File: src/rtl/uart_pkg.sv
// rtl/uart_pkg.sv - shared UART constants and receiver state encoding
package uart_pkg;

    typedef enum logic [1:0] {
        ST_IDLE  = 2'd0,
        ST_START = 2'd1,
        ST_DATA  = 2'd2,
        ST_STOP  = 2'd3
    } rx_state_t;

    localparam logic [31:0] RX_EMPTY_WORD        = 32'hFFFF_FFFF;
    localparam int          DATA_BITS            = 8;
    localparam int          DEFAULT_CLKS_PER_BIT = 10417;

endpackage

File: src/rtl/uart_rx_buffered_if.sv
// rtl/uart_rx_buffered_if.sv - processor load-path bundle of the buffered UART receiver
interface uart_rx_buffered_if #(
    parameter int FIFO_DEPTH = 16
) ();

    logic                          rd_en;
    logic                          err_clr;
    logic [31:0]                   rd_data;
    logic [$clog2(FIFO_DEPTH):0]   rx_count;
    logic                          rx_empty;
    logic                          rx_full;
    logic                          frame_err;
    logic                          overrun_err;

    // Processor side: issues pops and error clears, observes data and status
    modport master (
        output rd_en, err_clr,
        input  rd_data, rx_count, rx_empty, rx_full, frame_err, overrun_err
    );

    // Receiver side
    modport slave (
        input  rd_en, err_clr,
        output rd_data, rx_count, rx_empty, rx_full, frame_err, overrun_err
    );

endinterface

File: src/rtl/uart_rx_fifo.sv
// rtl/uart_rx_fifo.sv - show-ahead synchronous FIFO for received bytes
module uart_rx_fifo #(
    parameter int WIDTH      = 8,
    parameter int FIFO_DEPTH = 16
) (
    input  logic                          clk,
    input  logic                          reset,
    input  logic                          push,
    input  logic [WIDTH-1:0]              push_data,
    input  logic                          pop,
    output logic [WIDTH-1:0]              head,
    output logic [$clog2(FIFO_DEPTH):0]   count,
    output logic                          empty,
    output logic                          full
);

    localparam int PW = $clog2(FIFO_DEPTH);
    localparam int CW = PW + 1;

    logic [WIDTH-1:0] mem [FIFO_DEPTH];
    logic [PW-1:0]    wr_ptr;
    logic [PW-1:0]    rd_ptr;
    logic             pop_ok;
    logic             push_ok;

    // A pop in the same cycle frees a slot, so a push into a full FIFO is still accepted
    assign pop_ok  = pop && !empty;
    assign push_ok = push && (!full || pop_ok);

    assign empty = (count == '0);
    assign full  = (count == CW'(FIFO_DEPTH));
    assign head  = mem[rd_ptr];

    // Storage is written only on an accepted push
    always_ff @(posedge clk) begin
        if (push_ok) begin
            mem[wr_ptr] <= push_data;
        end
    end

    // Pointers wrap naturally at FIFO_DEPTH; occupancy tracked separately
    always_ff @(posedge clk) begin
        if (reset) begin
            wr_ptr <= '0;
            rd_ptr <= '0;
            count  <= '0;
        end else begin
            if (push_ok) begin
                wr_ptr <= wr_ptr + 1'b1;
            end
            if (pop_ok) begin
                rd_ptr <= rd_ptr + 1'b1;
            end
            count <= count + CW'(push_ok) - CW'(pop_ok);
        end
    end

endmodule

File: src/rtl/uart_rx_buffered.sv
// rtl/uart_rx_buffered.sv - 8N1 UART receiver feeding a show-ahead receive FIFO
module uart_rx_buffered
    import uart_pkg::*;
#(
    parameter int CLKS_PER_BIT = DEFAULT_CLKS_PER_BIT,
    parameter int FIFO_DEPTH   = 16
) (
    input  logic                clk,
    input  logic                reset,
    input  logic                rx,
    uart_rx_buffered_if.slave   bus
);

    localparam int CNT_W = $clog2(CLKS_PER_BIT);
    localparam int IDX_W = $clog2(DATA_BITS);
    localparam int CW    = $clog2(FIFO_DEPTH) + 1;

    localparam logic [CNT_W-1:0] HALF_MAX = CNT_W'(CLKS_PER_BIT / 2 - 1);
    localparam logic [CNT_W-1:0] BIT_MAX  = CNT_W'(CLKS_PER_BIT - 1);
    localparam logic [IDX_W-1:0] LAST_BIT = IDX_W'(DATA_BITS - 1);

    logic                 rx_meta;
    logic                 rxs;
    rx_state_t            state;
    rx_state_t            state_nxt;
    logic [CNT_W-1:0]     cnt;
    logic [CNT_W-1:0]     cnt_nxt;
    logic [IDX_W-1:0]     bit_idx;
    logic [IDX_W-1:0]     bit_idx_nxt;
    logic [DATA_BITS-1:0] shreg;
    logic [DATA_BITS-1:0] shreg_nxt;
    logic                 push;
    logic                 frame_set;
    logic                 overrun_set;
    logic                 frame_err_q;
    logic                 overrun_err_q;
    logic [DATA_BITS-1:0] head;
    logic [CW-1:0]        count;
    logic                 empty;
    logic                 full;

    // Two-flop synchronizer; idle-high so reset leaves the line looking idle
    always_ff @(posedge clk) begin
        if (reset) begin
            rx_meta <= 1'b1;
            rxs     <= 1'b1;
        end else begin
            rx_meta <= rx;
            rxs     <= rx_meta;
        end
    end

    // Receiver state, baud counter, bit index and shift register
    always_ff @(posedge clk) begin
        if (reset) begin
            state   <= ST_IDLE;
            cnt     <= '0;
            bit_idx <= '0;
            shreg   <= '0;
        end else begin
            state   <= state_nxt;
            cnt     <= cnt_nxt;
            bit_idx <= bit_idx_nxt;
            shreg   <= shreg_nxt;
        end
    end

    // Frame decoding: start validated at half a bit, data and stop sampled a full bit apart
    always_comb begin
        state_nxt   = state;
        cnt_nxt     = cnt + 1'b1;
        bit_idx_nxt = bit_idx;
        shreg_nxt   = shreg;
        push        = 1'b0;
        frame_set   = 1'b0;
        overrun_set = 1'b0;
        case (state)
            ST_IDLE: begin
                cnt_nxt = '0;
                if (!rxs) begin
                    state_nxt = ST_START;
                end
            end
            ST_START: begin
                if (cnt == HALF_MAX) begin
                    cnt_nxt     = '0;
                    bit_idx_nxt = '0;
                    state_nxt   = rxs ? ST_IDLE : ST_DATA;
                end
            end
            ST_DATA: begin
                if (cnt == BIT_MAX) begin
                    cnt_nxt     = '0;
                    shreg_nxt   = {rxs, shreg[DATA_BITS-1:1]};
                    bit_idx_nxt = bit_idx + 1'b1;
                    if (bit_idx == LAST_BIT) begin
                        state_nxt = ST_STOP;
                    end
                end
            end
            ST_STOP: begin
                if (cnt == BIT_MAX) begin
                    cnt_nxt   = '0;
                    state_nxt = ST_IDLE;
                    if (!rxs) begin
                        frame_set = 1'b1;
                    end else if (full && !bus.rd_en) begin
                        overrun_set = 1'b1;
                    end else begin
                        push = 1'b1;
                    end
                end
            end
            default: begin
                state_nxt = ST_IDLE;
            end
        endcase
    end

    // Sticky error flags; a set event on the clearing edge wins
    always_ff @(posedge clk) begin
        if (reset) begin
            frame_err_q   <= 1'b0;
            overrun_err_q <= 1'b0;
        end else begin
            frame_err_q   <= frame_set   | (frame_err_q   & ~bus.err_clr);
            overrun_err_q <= overrun_set | (overrun_err_q & ~bus.err_clr);
        end
    end

    uart_rx_fifo #(
        .WIDTH      (DATA_BITS),
        .FIFO_DEPTH (FIFO_DEPTH)
    ) u_fifo (
        .clk       (clk),
        .reset     (reset),
        .push      (push),
        .push_data (shreg),
        .pop       (bus.rd_en),
        .head      (head),
        .count     (count),
        .empty     (empty),
        .full      (full)
    );

    assign bus.rd_data     = empty ? RX_EMPTY_WORD : {{(32 - DATA_BITS){1'b0}}, head};
    assign bus.rx_count    = count;
    assign bus.rx_empty    = empty;
    assign bus.rx_full     = full;
    assign bus.frame_err   = frame_err_q;
    assign bus.overrun_err = overrun_err_q;

endmodule

File: src/flat_wrapper.sv
// flat-port wrapper written by rule: the top's interface ports become plain ports
module uart_rx_buffered_flat import uart_pkg::*;
#(
    parameter int CLKS_PER_BIT = DEFAULT_CLKS_PER_BIT,
    parameter int FIFO_DEPTH   = 16
)
  (clk, reset, rx, bus_rd_en, bus_err_clr, bus_rd_data, bus_rx_count, bus_rx_empty, bus_rx_full, bus_frame_err, bus_overrun_err);
  uart_rx_buffered_if #(.FIFO_DEPTH(FIFO_DEPTH)) bus_i ();
  input  logic clk;
  input  logic reset;
  input  logic rx;
  input wire logic [$bits(bus_i.rd_en)-1:0] bus_rd_en;
  input wire logic [$bits(bus_i.err_clr)-1:0] bus_err_clr;
  output wire logic [$bits(bus_i.rd_data)-1:0] bus_rd_data;
  output wire logic [$bits(bus_i.rx_count)-1:0] bus_rx_count;
  output wire logic [$bits(bus_i.rx_empty)-1:0] bus_rx_empty;
  output wire logic [$bits(bus_i.rx_full)-1:0] bus_rx_full;
  output wire logic [$bits(bus_i.frame_err)-1:0] bus_frame_err;
  output wire logic [$bits(bus_i.overrun_err)-1:0] bus_overrun_err;
  assign bus_i.rd_en = bus_rd_en;
  assign bus_i.err_clr = bus_err_clr;
  assign bus_rd_data = bus_i.rd_data;
  assign bus_rx_count = bus_i.rx_count;
  assign bus_rx_empty = bus_i.rx_empty;
  assign bus_rx_full = bus_i.rx_full;
  assign bus_frame_err = bus_i.frame_err;
  assign bus_overrun_err = bus_i.overrun_err;
  uart_rx_buffered #(.CLKS_PER_BIT(CLKS_PER_BIT), .FIFO_DEPTH(FIFO_DEPTH)) u_core (.clk(clk), .reset(reset), .rx(rx), .bus(bus_i));
endmodule
File: config.mk
export PLATFORM = sky130hd
export DESIGN_NAME = uart_rx_buffered_flat
export DESIGN_NICKNAME = d
export VERILOG_FILES = /design/src/rtl/uart_pkg.sv /design/src/rtl/uart_rx_buffered_if.sv /design/src/rtl/uart_rx_fifo.sv /design/src/rtl/uart_rx_buffered.sv /design/src/flat_wrapper.sv
export SDC_FILE = /design/constraint.sdc
export NUM_CORES = 1
export LEC_CHECK = 0
export ABC_AREA = 1
export CAP_MARGIN = 20
export CORE_MARGIN = 2
export CORE_UTILIZATION = 32
export DETAILED_ROUTE_END_ITERATION = 16
export GPL_ROUTABILITY_DRIVEN = 0
export PLACE_DENSITY = 0.53
export SYNTH_ARGS = -nofsm -noshare
export SYNTH_HDL_FRONTEND = slang
export SYNTH_SLANG_ARGS = --single-unit
File: constraint.sdc
create_clock -name clk -period 7.75 [get_ports clk]
set_input_delay 1.55 -clock clk [delete_from_list [all_inputs] [get_ports clk]]
set_output_delay 1.55 -clock clk [all_outputs]
set_load 0.01 [all_outputs]
==> impl_summary.txt, run 1 <==
----------------------------------------------------
[Synthesis]
  Cell types with the largest area share after synthesis ... sky130_fd_sc_hd__edfxtp_1 (50%), sky130_fd_sc_hd__dfxtp_1 (13%), sky130_fd_sc_hd__nor2_1 (7.6%)
  Most used DFF post-synth ... sky130_fd_sc_hd__edfxtp_1
  Share of synthesized cell area in and, or, nand and nor gates ... 0.159
  Post-synthesis share of cell area spent on full adders, half adders and majority gates ... 0.0272
  Fraction of synthesized cell area in xor and xnor cells ... 0.00689
  Multiplexer area fraction after synthesis ... 0
  Gate count of the mapped netlist ... ~720
  Largest family of logic cells by synthesized area ... simple AND/OR/NAND/NOR gates
  EDFF count, synth ... 128
  Total of flip-flops plus latches after synthesis ... ~180
  FFs w/ async S/R, synth ... 0
  Syn Nets ... 740
  Sequential element share of the synthesized area ... 0.630
  Number of unique standard cell types used by synthesis ... 42
  Share of the synthesized area in the top cell type ... 0.504
  Netlist Area Pre-Place ... approximately 7600 sq um
  Complex-gate fraction of the synthesized area ... 0.110
  Largest area contributor in the synthesized netlist ... sky130_fd_sc_hd__edfxtp_1
  Number of warnings issued by yosys ... 0
  Mean post-synth cell area ... 10.6 sq um

[Drt]
  DRC violation count after routing ... 0
  Routed vias/inst ... approximately 4.6
  Violation count after the first detailed-route iteration ... 278
  WL/cell ... about 15 um
  Routed WL ... 16500 um
  Via Count ... about 4.9k
  Post-route antenna net violation count ... 0
  Count of TritonRoute iterations in the first routing pass ... 4

[STA]
  Final Hold Violating Endpoints ... 0
  Worst hold slack ... 421 ps
  Worst Tran Pin Value ... about 1000 ps
  Worst-case setup margin in the final layout ... 3010 ps
  Final setup vio count ... 0
  Worst slew margin relative to its limit ... 0.303
  Final Critical Period ... 4740 ps
  Number of max-slew violations in the final report ... 0
  Setup repair after global routing missed its margin ... no
  Final clock period utilization by the worst path ... 0.611
  Maximum operating frequency ... 211 MHz
  Clock tree skew after final layout ... about 10 ps
  Sum Neg Setup Slack ... 0 ps

[Clock network]
  Hold buffer count at cts ... 0
  Clock tree buffer depth ... 2
  Root cell of the clock tree ... sky130_fd_sc_hd__clkbuf_16
  CTS tree ... built
  Setup repair bufs after CTS ... 0
  Latest clock arrival within the worst-skew pair ... 430 ps
  PostCTS Resize Cnt ... 0
  Clock edge transition at the registers on the reported setup and hold paths ... 60 ps
  Clk sinks ... roughly 180
  Clock buffers created by TritonCTS ... 17
  Maximum level of the CTS H-tree ... 4

[GRT]
  Total routing usage reported by global routing ... 0.140
  Pin count of the biggest net entering global routing ... 66
  Initial antenna violation count ... 0
  Via count of the first global-routing pass ... 4840
  Remaining global-route overflow ... 0
  Global-route wire length before repair ... between 20000 and 30000 um

[Final layout]
  Post-layout instance count excluding filler cells ... 1065
  Most common library cell in the layout ignoring fill and taps ... sky130_fd_sc_hd__nor2_1
  Synth-to-Final Area Change ... 15.0%
  Final net count ... roughly 760
  Area of the multi-input gates ... 2310 sq um
  Most used cells in the layout excluding fill and tap cells ... sky130_fd_sc_hd__nor2_1 (154), sky130_fd_sc_hd__edfxtp_1 (128), sky130_fd_sc_hd__o21ai_0 (77)
  Sequential cell area ... 4810 sq um
  Antenna cells ... 0
  Post-route design area ... 8770 sq um
  Fill cells ... between 2k and 2.5k
  Share of layout cells above drive strength 1 ... 0.0965
  Finished Core Util ... 0.375

[Critical path]
  Cell breakdown of the critical path ... buf_4, inv_2, o21ai_0, o211ai_1, nand3_1, nand3_1, clkdlybuf4s50_1
  Critical Setup Path Class ... flip-flop to output port
  Data required time of the critical path ... slightly above 6000 ps
  Slowest cell on crit path ... sky130_fd_sc_hd__inv_2
  Path depth of the worst reg2reg path ... 13
  Delay of the slowest cell on the worst path ... between 800 and 900 ps
  Type of element capturing the critical path ... output port
  Most numerous cell on the critical path ... sky130_fd_sc_hd__nand3_1
  Worst Path Max Fanout ... 65
  Startpoint type of the worst setup path ... flip-flop
  Reg2Reg Launch Point ... u_core.u_fifo.count[3]
  Worst endpoint data arrival time ... 3190 ps

[Hold path]
  Hold Crit Class ... flip-flop to flip-flop
  Min-Delay Startpoint ... u_core.rx_meta
  Number of cells on the worst hold path ... 1

[Floorplanning]
  Vertical extent of the die ... 158 um
  Floorplan Core Area ... 23400 sq um
  I/O pin cnt ... 46
  Cell row count ... 56
  Die footprint ... 25100 sq um
  Overall die width ... 158 um
  Starting density of the core ... 0.326

[Outcome]
  Result of the run ... finished clean

[Placement]
  Total instance count after detailed placement ... 1034
  DP HPWL ... 10400 um
  DP Worst Slack ... ~3400 ps
  Total cell area at the placement stage ... 8190 sq um
  Number of buffers added on ports ... 45

[Power]
  Worst voltage drop across the vdd grid ... 0.161 mV
  Leakage component of the power ... 3.25 nW
  Final Power ... 2.61 mW
  Power per cell area ... 298 nW/um^2

[Flow run]
  Max-capacitance violation count ... 0

----------------------------------------------------
registers in the layout, indices dropped and copies added, names as in the netlist, 3 cells and up, named ones only:
| signal | cells |
|---|---|
| u_core.cnt | 14 |
| u_core.u_fifo.rd_ptr | 4 |
| u_core.u_fifo.wr_ptr | 4 |
| u_core.shreg | 8 |
| u_core.u_fifo.count | 5 |
| u_core.u_fifo.mem | 128 |
| u_core.bit_idx | 3 |
worst max-delay path: cells and delay by family, from the launching register on:
kind                   cells  cell delay, ps
flip-flops                 1             310
AND/OR/NAND/NOR            2             310
buffers and inverters      3            1720
AO/OA/AOI/OAI              2             360
report_power, final:
| part | internal (mW) | switching, mW |
|---|---|---|
| clock network | 0.478 | 0.368 |
| logic | 0.330 | 0.399 |
| registers | 1.02 | 0.0176 |
| total | 1.83 | 0.785 |
kinds of logic (layout without fill, tap and decap cells):
family                   after synthesis  count (layout)
XOR/XNOR                               6               6
AND/OR/NAND/NOR                      271             271
adder cells (fa/ha/maj)               16              16
AO/OA/AOI/OAI                        145             145
flip-flops                           176             176
buffers and inverters                105             132
layout make-up:
| type | instances | share of cell area |
|---|---|---|
| Clock buffer | 17 | 0.0485 |
| Clock inverter | 14 | 0.0177 |
| Inverter | 53 | 0.0231 |
| Multi-Input combinational cell | 438 | 0.263 |
| Sequential cell | 176 | 0.548 |
| Tap cell | 319 | 0.0455 |
| Timing Repair Buffer | 48 | 0.0539 |
path summary, 6_finish.rpt:
| check | end | slack (ps) |
|---|---|---|
| setup / recovery | bus_rd_data[4] | 3010 |
| hold / removal | u_core.rxs | 420 |
| setup reg to reg | u_core.u_fifo.count[4] | 4710 |
| hold reg to reg | u_core.rxs | 420 |
synthesized netlist by cell type, types with 15 or more instances:
cell,count
sky130_fd_sc_hd__nor2_1,154
sky130_fd_sc_hd__edfxtp_1,128
sky130_fd_sc_hd__o21ai_0,77
sky130_fd_sc_hd__dfxtp_1,48
sky130_fd_sc_hd__nand2_1,46
sky130_fd_sc_hd__inv_1,44
sky130_fd_sc_hd__nand3_1,36
sky130_fd_sc_hd__o211ai_1,32
sky130_fd_sc_hd__buf_4,25
sky130_fd_sc_hd__a21oi_1,19
sky130_fd_sc_hd__clkbuf_1,17
sky130_fd_sc_hd__ha_1,15
routing by layer:
metal	global-route usage	routed length [um]
met5	0	0
met4	0.0360	145
met3	0.0346	533
met2	0.228	7860
met1	0.189	7950
Power figures use the tool's default switching activity.
==> run 2, diff against run 1 <==
clock period = 4.7 ns   (was 7.75 ns; I/O delays follow)
==> run 2 against run 1 <==
Against the previous run: cell area up 0.87%; cell count up 0.38%; critical path depth down 1; utilization up 0.33 points; count of clock-buffer cells in the layout unchanged; sequential share of layout area down 0.47 points; sequential power up 66%; flip-flop and latch count unchanged; clock skew up 1.3 ps.
==> impl_summary.txt, run 2 (synthesized netlist as in run 1, its figures left out) <==
----------------------------------------------------
[STA]
  Worst Tran Pin Value ... 1040 ps (-1.01 ps)
  Setup repair after global routing missed its margin ... no
  Worst-case setup margin in the final layout ... 1120 ps (-1890 ps)
  Final clock period utilization by the worst path ... 0.761
  Number of max-slew violations in the final report ... 0 (unchanged)
  Sum Neg Setup Slack ... 0 ps (unchanged)
  Worst slew margin relative to its limit ... 0.302 (-0.000882)
  Final setup vio count ... 0 (unchanged)
  Worst hold slack ... 413 ps (-8.75 ps)
  Clock tree skew after final layout ... 11.5 ps (+1.26 ps)
  Final Hold Violating Endpoints ... 0 (unchanged)
  Maximum operating frequency ... 280 MHz
  Final Critical Period ... 3580 ps

[Drt]
  WL/cell ... 15.9 um (+2.5%)
  Total met3 wirelength after detailed routing ... 623 um (+17%)
  Post-route antenna net violation count ... 0 (unchanged)
  Violation count after the first detailed-route iteration ... 289 (+4.0%)
  Via Count ... 5020 (+1.5%)
  Total met2 wirelength after detailed routing ... 7950 um (+1.2%)
  Routed WL ... 17000 um (+2.9%)
  Routed vias/inst ... 4.70 (+1.1%)
  Top layer in use ... met4
  Metal-1 WL ... 8180 um (+2.9%)
  DRC violation count after routing ... 0 (unchanged)
  Count of TritonRoute iterations in the first routing pass ... 5 (+1)

[Clock network]
  Latest clock arrival within the worst-skew pair ... 430 ps (about the same)
  Root cell of the clock tree ... sky130_fd_sc_hd__clkbuf_16
  Maximum level of the CTS H-tree ... 4 (unchanged)
  PostCTS Resize Cnt ... 0 (unchanged)
  Clk sinks ... 176 (unchanged)
  Setup repair bufs after CTS ... 0 (unchanged)
  Clock tree buffer depth ... 2 (unchanged)
  CTS tree ... built
  Clock buffers created by TritonCTS ... 17 (unchanged)
  Hold buffer count at cts ... 0 (unchanged)
  Clock edge transition at the registers on the reported setup and hold paths ... 70 ps (about the same)

[Floorplanning]
  Die footprint ... 25100 sq um (unchanged)
  Vertical extent of the die ... 158 um (unchanged)
  Floorplan Core Area ... 23400 sq um (unchanged)
  Starting density of the core ... 0.326 (unchanged)
  Overall die width ... 158 um (unchanged)
  I/O pin cnt ... 46 (unchanged)
  Cell row count ... 56 (unchanged)

[Critical path]
  Startpoint type of the worst setup path ... flip-flop
  Data required time of the critical path ... 3760 ps (-2440 ps)
  Worst Path Max Fanout ... 35 (-46%)
  Type of element capturing the critical path ... output port
  Critical Setup Path Class ... flip-flop to output port
  Worst endpoint data arrival time ... 2640 ps (-550 ps)

[GRT]
  Pin count of the biggest net entering global routing ... 65 (-1.5%)
  Global-route wire length before repair ... 27100 um (+2.7%)
  Via count of the first global-routing pass ... 4994 (+3.2%)
  Initial antenna violation count ... 0 (unchanged)
  Total routing usage reported by global routing ... 0.144 (+0.00348)
  Remaining global-route overflow ... 0 (unchanged)

[Final layout]
  Post-route design area ... 8850 sq um (+0.87%)
  Registers with the most flip-flops ... u_core.u_fifo.mem: 128 flops, u_core.cnt: 14 flops, u_core.shreg: 8 flops
  Sequential cell area ... 4810 sq um (unchanged)
  Area of the multi-input gates ... 2310 sq um (unchanged)
  Most used cells in the layout excluding fill and tap cells ... sky130_fd_sc_hd__nor2_1 (154), sky130_fd_sc_hd__edfxtp_1 (128), sky130_fd_sc_hd__o21ai_0 (77)
  Post-layout instance count excluding filler cells ... 1069 (+0.38%)
  Register ranked first by flip-flop count ... u_core.u_fifo.mem
  Most common library cell in the layout ignoring fill and taps ... sky130_fd_sc_hd__nor2_1
  Share of layout cells above drive strength 1 ... 0.100 (+0.00349)
  Antenna cells ... 0 (unchanged)
  Flip-flop count of the largest register after layout ... 128 (unchanged)
  Fill cells ... 2373 (+0.47%)
  Synth-to-Final Area Change ... 16.0%
  Final net count ... 758 (+0.40%)

[Placement]
  Number of buffers added on ports ... 45 (unchanged)
  Total cell area at the placement stage ... 8210 sq um (+0.27%)
  DP HPWL ... 10600 um (+2.0%)
  DP Worst Slack ... 1350 ps (-2090 ps)
  Total instance count after detailed placement ... 1037 (+0.29%)

[Outcome]
  Result of the run ... finished clean

[Hold path]
  Hold Crit Class ... flip-flop to flip-flop

[Power]
  Worst voltage drop across the vdd grid ... 0.283 mV (+75%)
  Leakage component of the power ... 3.29 nW (+1.3%)
  Power per cell area ... 503 nW/um^2 (+69%)

[Flow run]
  Max-capacitance violation count ... 0 (unchanged)

----------------------------------------------------
run 2: path summary, 6_finish.rpt:
check | slack, ps | from | cells past startpoint | to
worst max-delay path | 1120 | flip-flop | 6 | bus_rd_data[4]
worst min-delay path | 410 | u_core.rx_meta | 1 | u_core.rxs
worst max register to register | 1720 | u_core.u_fifo.count[2] | 13 | u_core.u_fifo.count[4]
worst min register to register | 410 | u_core.rx_meta | 1 | u_core.rxs
run 2: metal layers:
layer | GRT usage | vias up
met1 | 0.198 | 2413
met4 | 0.0455 | 0
met5 | 0 | -
li1 | - | 2509
met2 | 0.229 | 84
met3 | 0.0283 | 14
run 2: report_power, final:
part           leakage, nW  switching [mW]  internal [mW]
Combinational         1.15           0.644          0.550
Sequential            1.84          0.0563           1.68
Clock                0.301           0.625          0.899
Total                 3.29            1.33           3.13
run 2: per-stage QoR:
stage | power [mW] | utilization
after global placement | 2.98 | 0.351
after CTS | 4.51 | 0.378
after floorplan | 2.56 | -
after global routing | 4.71 | 0.378
after detailed placement | 2.98 | 0.351
final | 4.45 | 0.378
run 2: cell type report:
cell class / count / share of cell area
well taps: 319 / 0.0451
multi-input cells: 438 / 0.261
clock inverters: 15 / 0.0236
flip-flops and latches: 176 / 0.543
repair buffers: 51 / 0.0560
inverters: 53 / 0.0229
clock buffers: 17 / 0.0481
run 2: worst max-delay path, cell delays in order, from the launching register on:
cell and delay [ps]:
sky130_fd_sc_hd__dfxtp_2 740, sky130_fd_sc_hd__buf_4 320, sky130_fd_sc_hd__o21ai_0 130, sky130_fd_sc_hd__o211ai_1 190, sky130_fd_sc_hd__nand3_1 100, sky130_fd_sc_hd__nand3_1 160, sky130_fd_sc_hd__clkdlybuf4s50_1 560
==> run 3, diff against run 2 <==
clock period = 3.71 ns   (was 4.7 ns; I/O delays follow)
==> run 3 against run 2 <==
Against the previous run: non-clock buffer count rose by 18; flip-flop and latch count stayed put; utilization is 0.65 points higher; clock power rose by 23%; sequential power rose by 28%; sequential share of layout area is 0.92 points lower; die area did not move; routed wire length shrank 3.4%; critical path type unchanged.
==> impl_summary.txt, run 3 (synthesized netlist as in run 1, its figures left out) <==
----------------------------------------------------
[Placement]
  Total cell area at the placement stage ... 8390 sq um (+2.1%)
  DP Worst Slack ... 534 ps (-813 ps)
  Total instance count after detailed placement ... 1055 (+1.7%)
  DP HPWL ... 10800 um (+1.3%)
  Number of buffers added on ports ... 45 (unchanged)

[Clock network]
  Hold buffer count at cts ... 0 (unchanged)
  Clk sinks ... 176 (unchanged)
  Clock buffers created by TritonCTS ... 17 (unchanged)
  Root cell of the clock tree ... sky130_fd_sc_hd__clkbuf_16
  Clock tree buffer depth ... 2 (unchanged)
  Maximum level of the CTS H-tree ... 4 (unchanged)
  Clock edge transition at the registers on the reported setup and hold paths ... 60 ps (about the same)
  PostCTS Resize Cnt ... 0 (unchanged)
  CTS tree ... built
  Latest clock arrival within the worst-skew pair ... 420 ps (about the same)
  Setup repair bufs after CTS ... 0 (unchanged)

[Final layout]
  Area of the multi-input gates ... 2310 sq um (unchanged)
  Final net count ... 776 (+2.4%)
  Fill cells ... 2321 (-2.2%)
  Synth-to-Final Area Change ... 18.0%
  Finished Core Util ... 0.385 (+0.00652)
  Sequential cell area ... 4810 sq um (unchanged)
  Most common library cell in the layout ignoring fill and taps ... sky130_fd_sc_hd__nor2_1
  Post-route design area ... 9000 sq um (+1.7%)
  Flip-flop count of the largest register after layout ... 128 (unchanged)
  Share of layout cells above drive strength 1 ... 0.119 (+0.0186)
  Registers with the most flip-flops ... u_core.u_fifo.mem: 128 flops, u_core.cnt: 14 flops, u_core.shreg: 8 flops
  Antenna cells ... 0 (unchanged)
  Register ranked first by flip-flop count ... u_core.u_fifo.mem
  Post-layout instance count excluding filler cells ... 1086 (+1.6%)
  Most used cells in the layout excluding fill and tap cells ... sky130_fd_sc_hd__nor2_1 (154), sky130_fd_sc_hd__edfxtp_1 (128), sky130_fd_sc_hd__o21ai_0 (77)

[STA]
  Final Hold Violating Endpoints ... 0 (unchanged)
  Maximum operating frequency ... about 300 MHz
  Final setup vio count ... 0 (unchanged)
  Worst hold slack ... 411 ps (-1.44 ps)
  Sum Neg Setup Slack ... 0 ps (unchanged)
  Number of max-slew violations in the final report ... 0 (unchanged)
  Setup repair after global routing missed its margin ... no
  Clock tree skew after final layout ... 8.28 ps (-3.24 ps)
  Worst-case setup margin in the final layout ... 451 ps (-671 ps)
  Final Critical Period ... about 3300 ps
  Final clock period utilization by the worst path ... 0.879
  Worst Tran Pin Value ... 788 ps (-255 ps)
  Worst slew margin relative to its limit ... 0.473 (+0.170)

[Power]
  Leakage component of the power ... 3.40 nW (+3.1%)
  Power per cell area ... 627 nW/um^2 (+25%)
  Worst voltage drop across the vdd grid ... 0.345 mV (+22%)
  Final Power ... 5.64 mW (+27%)

[Drt]
  Count of TritonRoute iterations in the first routing pass ... 4 (-1)
  Violation count after the first detailed-route iteration ... 341 (+18%)
  WL/cell ... 15.1 um (-4.9%)
  Post-route antenna net violation count ... 0 (unchanged)
  Routed WL ... 16400 um (-3.4%)
  Routed vias/inst ... 4.65 (-1.1%)
  Via Count ... 5045 (+0.50%)
  DRC violation count after routing ... 0 (unchanged)

[Critical path]
  Path depth of the worst reg2reg path ... 13 (unchanged)
  Capture point of the critical path ... bus_rd_data[9]
  Type of element capturing the critical path ... output port
  Data required time of the critical path ... 2970 ps (-790 ps)
  Startpoint type of the worst setup path ... flip-flop
  Timing startpoint of the critical path ... u_core.u_fifo.count[3]
  Worst Path Max Fanout ... 25 (-29%)
  R2R Path End ... u_core.u_fifo.count[4]
  Reg2Reg Launch Point ... u_core.u_fifo.count[3]
  Setup slack, reg-to-reg ... 780 ps (-940 ps)
  Worst endpoint data arrival time ... 2520 ps (-120 ps)
  Critical Setup Path Class ... flip-flop to output port

[Floorplanning]
  Vertical extent of the die ... 158 um (unchanged)
  I/O pin cnt ... 46 (unchanged)
  Overall die width ... 158 um (unchanged)
  Starting density of the core ... 0.326 (unchanged)
  Cell row count ... 56 (unchanged)
  Floorplan Core Area ... 23400 sq um (unchanged)
  Die footprint ... 25100 sq um (unchanged)

[GRT]
  Global-route wire length before repair ... 26300 um (-3.2%)
  Pin count of the biggest net entering global routing ... 26 (-60%)
  Remaining global-route overflow ... 0 (unchanged)
  Via count of the first global-routing pass ... 4846 (-3.0%)
  Initial antenna violation count ... 0 (unchanged)
  Total routing usage reported by global routing ... 0.138 (-0.00578)

[Flow run]
  Max-capacitance violation count ... 0 (unchanged)

[Outcome]
  Result of the run ... finished clean

[Hold path]
  Hold Crit Class ... flip-flop to flip-flop

----------------------------------------------------
==> run 3: power breakdown <==
part           switching (mW)  total, mW  internal (mW)  leakage [nW]
registers              0.0798       2.21           2.13          1.84
clock network           0.743       1.87           1.13         0.294
logic                   0.829       1.57          0.737          1.26
total                    1.65       5.64           3.99          3.40
==> run 3: worst max-delay path: stages (launching register included) <==
cell and delay (ps):
sky130_fd_sc_hd__dfxtp_1 330, sky130_fd_sc_hd__inv_1 80, sky130_fd_sc_hd__ha_1 210, sky130_fd_sc_hd__nand4_4 260, sky130_fd_sc_hd__inv_1 540, sky130_fd_sc_hd__clkdlybuf4s50_1 660
==> run 3: how the worst min path moves through the flow <==
stage | start | cells after the start | endpoint
floorplan | u_core.rx_meta | 1 | u_core.rxs
global placement | u_core.rx_meta | 1 | u_core.rxs
detailed placement | u_core.rx_meta | 1 | u_core.rxs
CTS | u_core.rx_meta | 1 | u_core.rxs
global route | u_core.rx_meta | 1 | u_core.rxs
finish | u_core.rx_meta | 1 | u_core.rxs
==> run 3: routing by layer <==
layer  up-vias  routed length (um)  global-route usage
li1       2539                   -                   -
met1      2381                7750               0.190
met2       105                7760               0.219
met3        20                 622              0.0275
met4         0                 264              0.0468
met5         -                   0                   0
==> run 3: cell type report <==
class | count | share of cell area
flip-flops and latches | 176 | 0.534
inverters | 53 | 0.0225
repair buffers | 69 | 0.0742
multi-input cells | 438 | 0.256
well taps | 319 | 0.0443
clock inverters | 12 | 0.0202
clock buffers | 19 | 0.0481
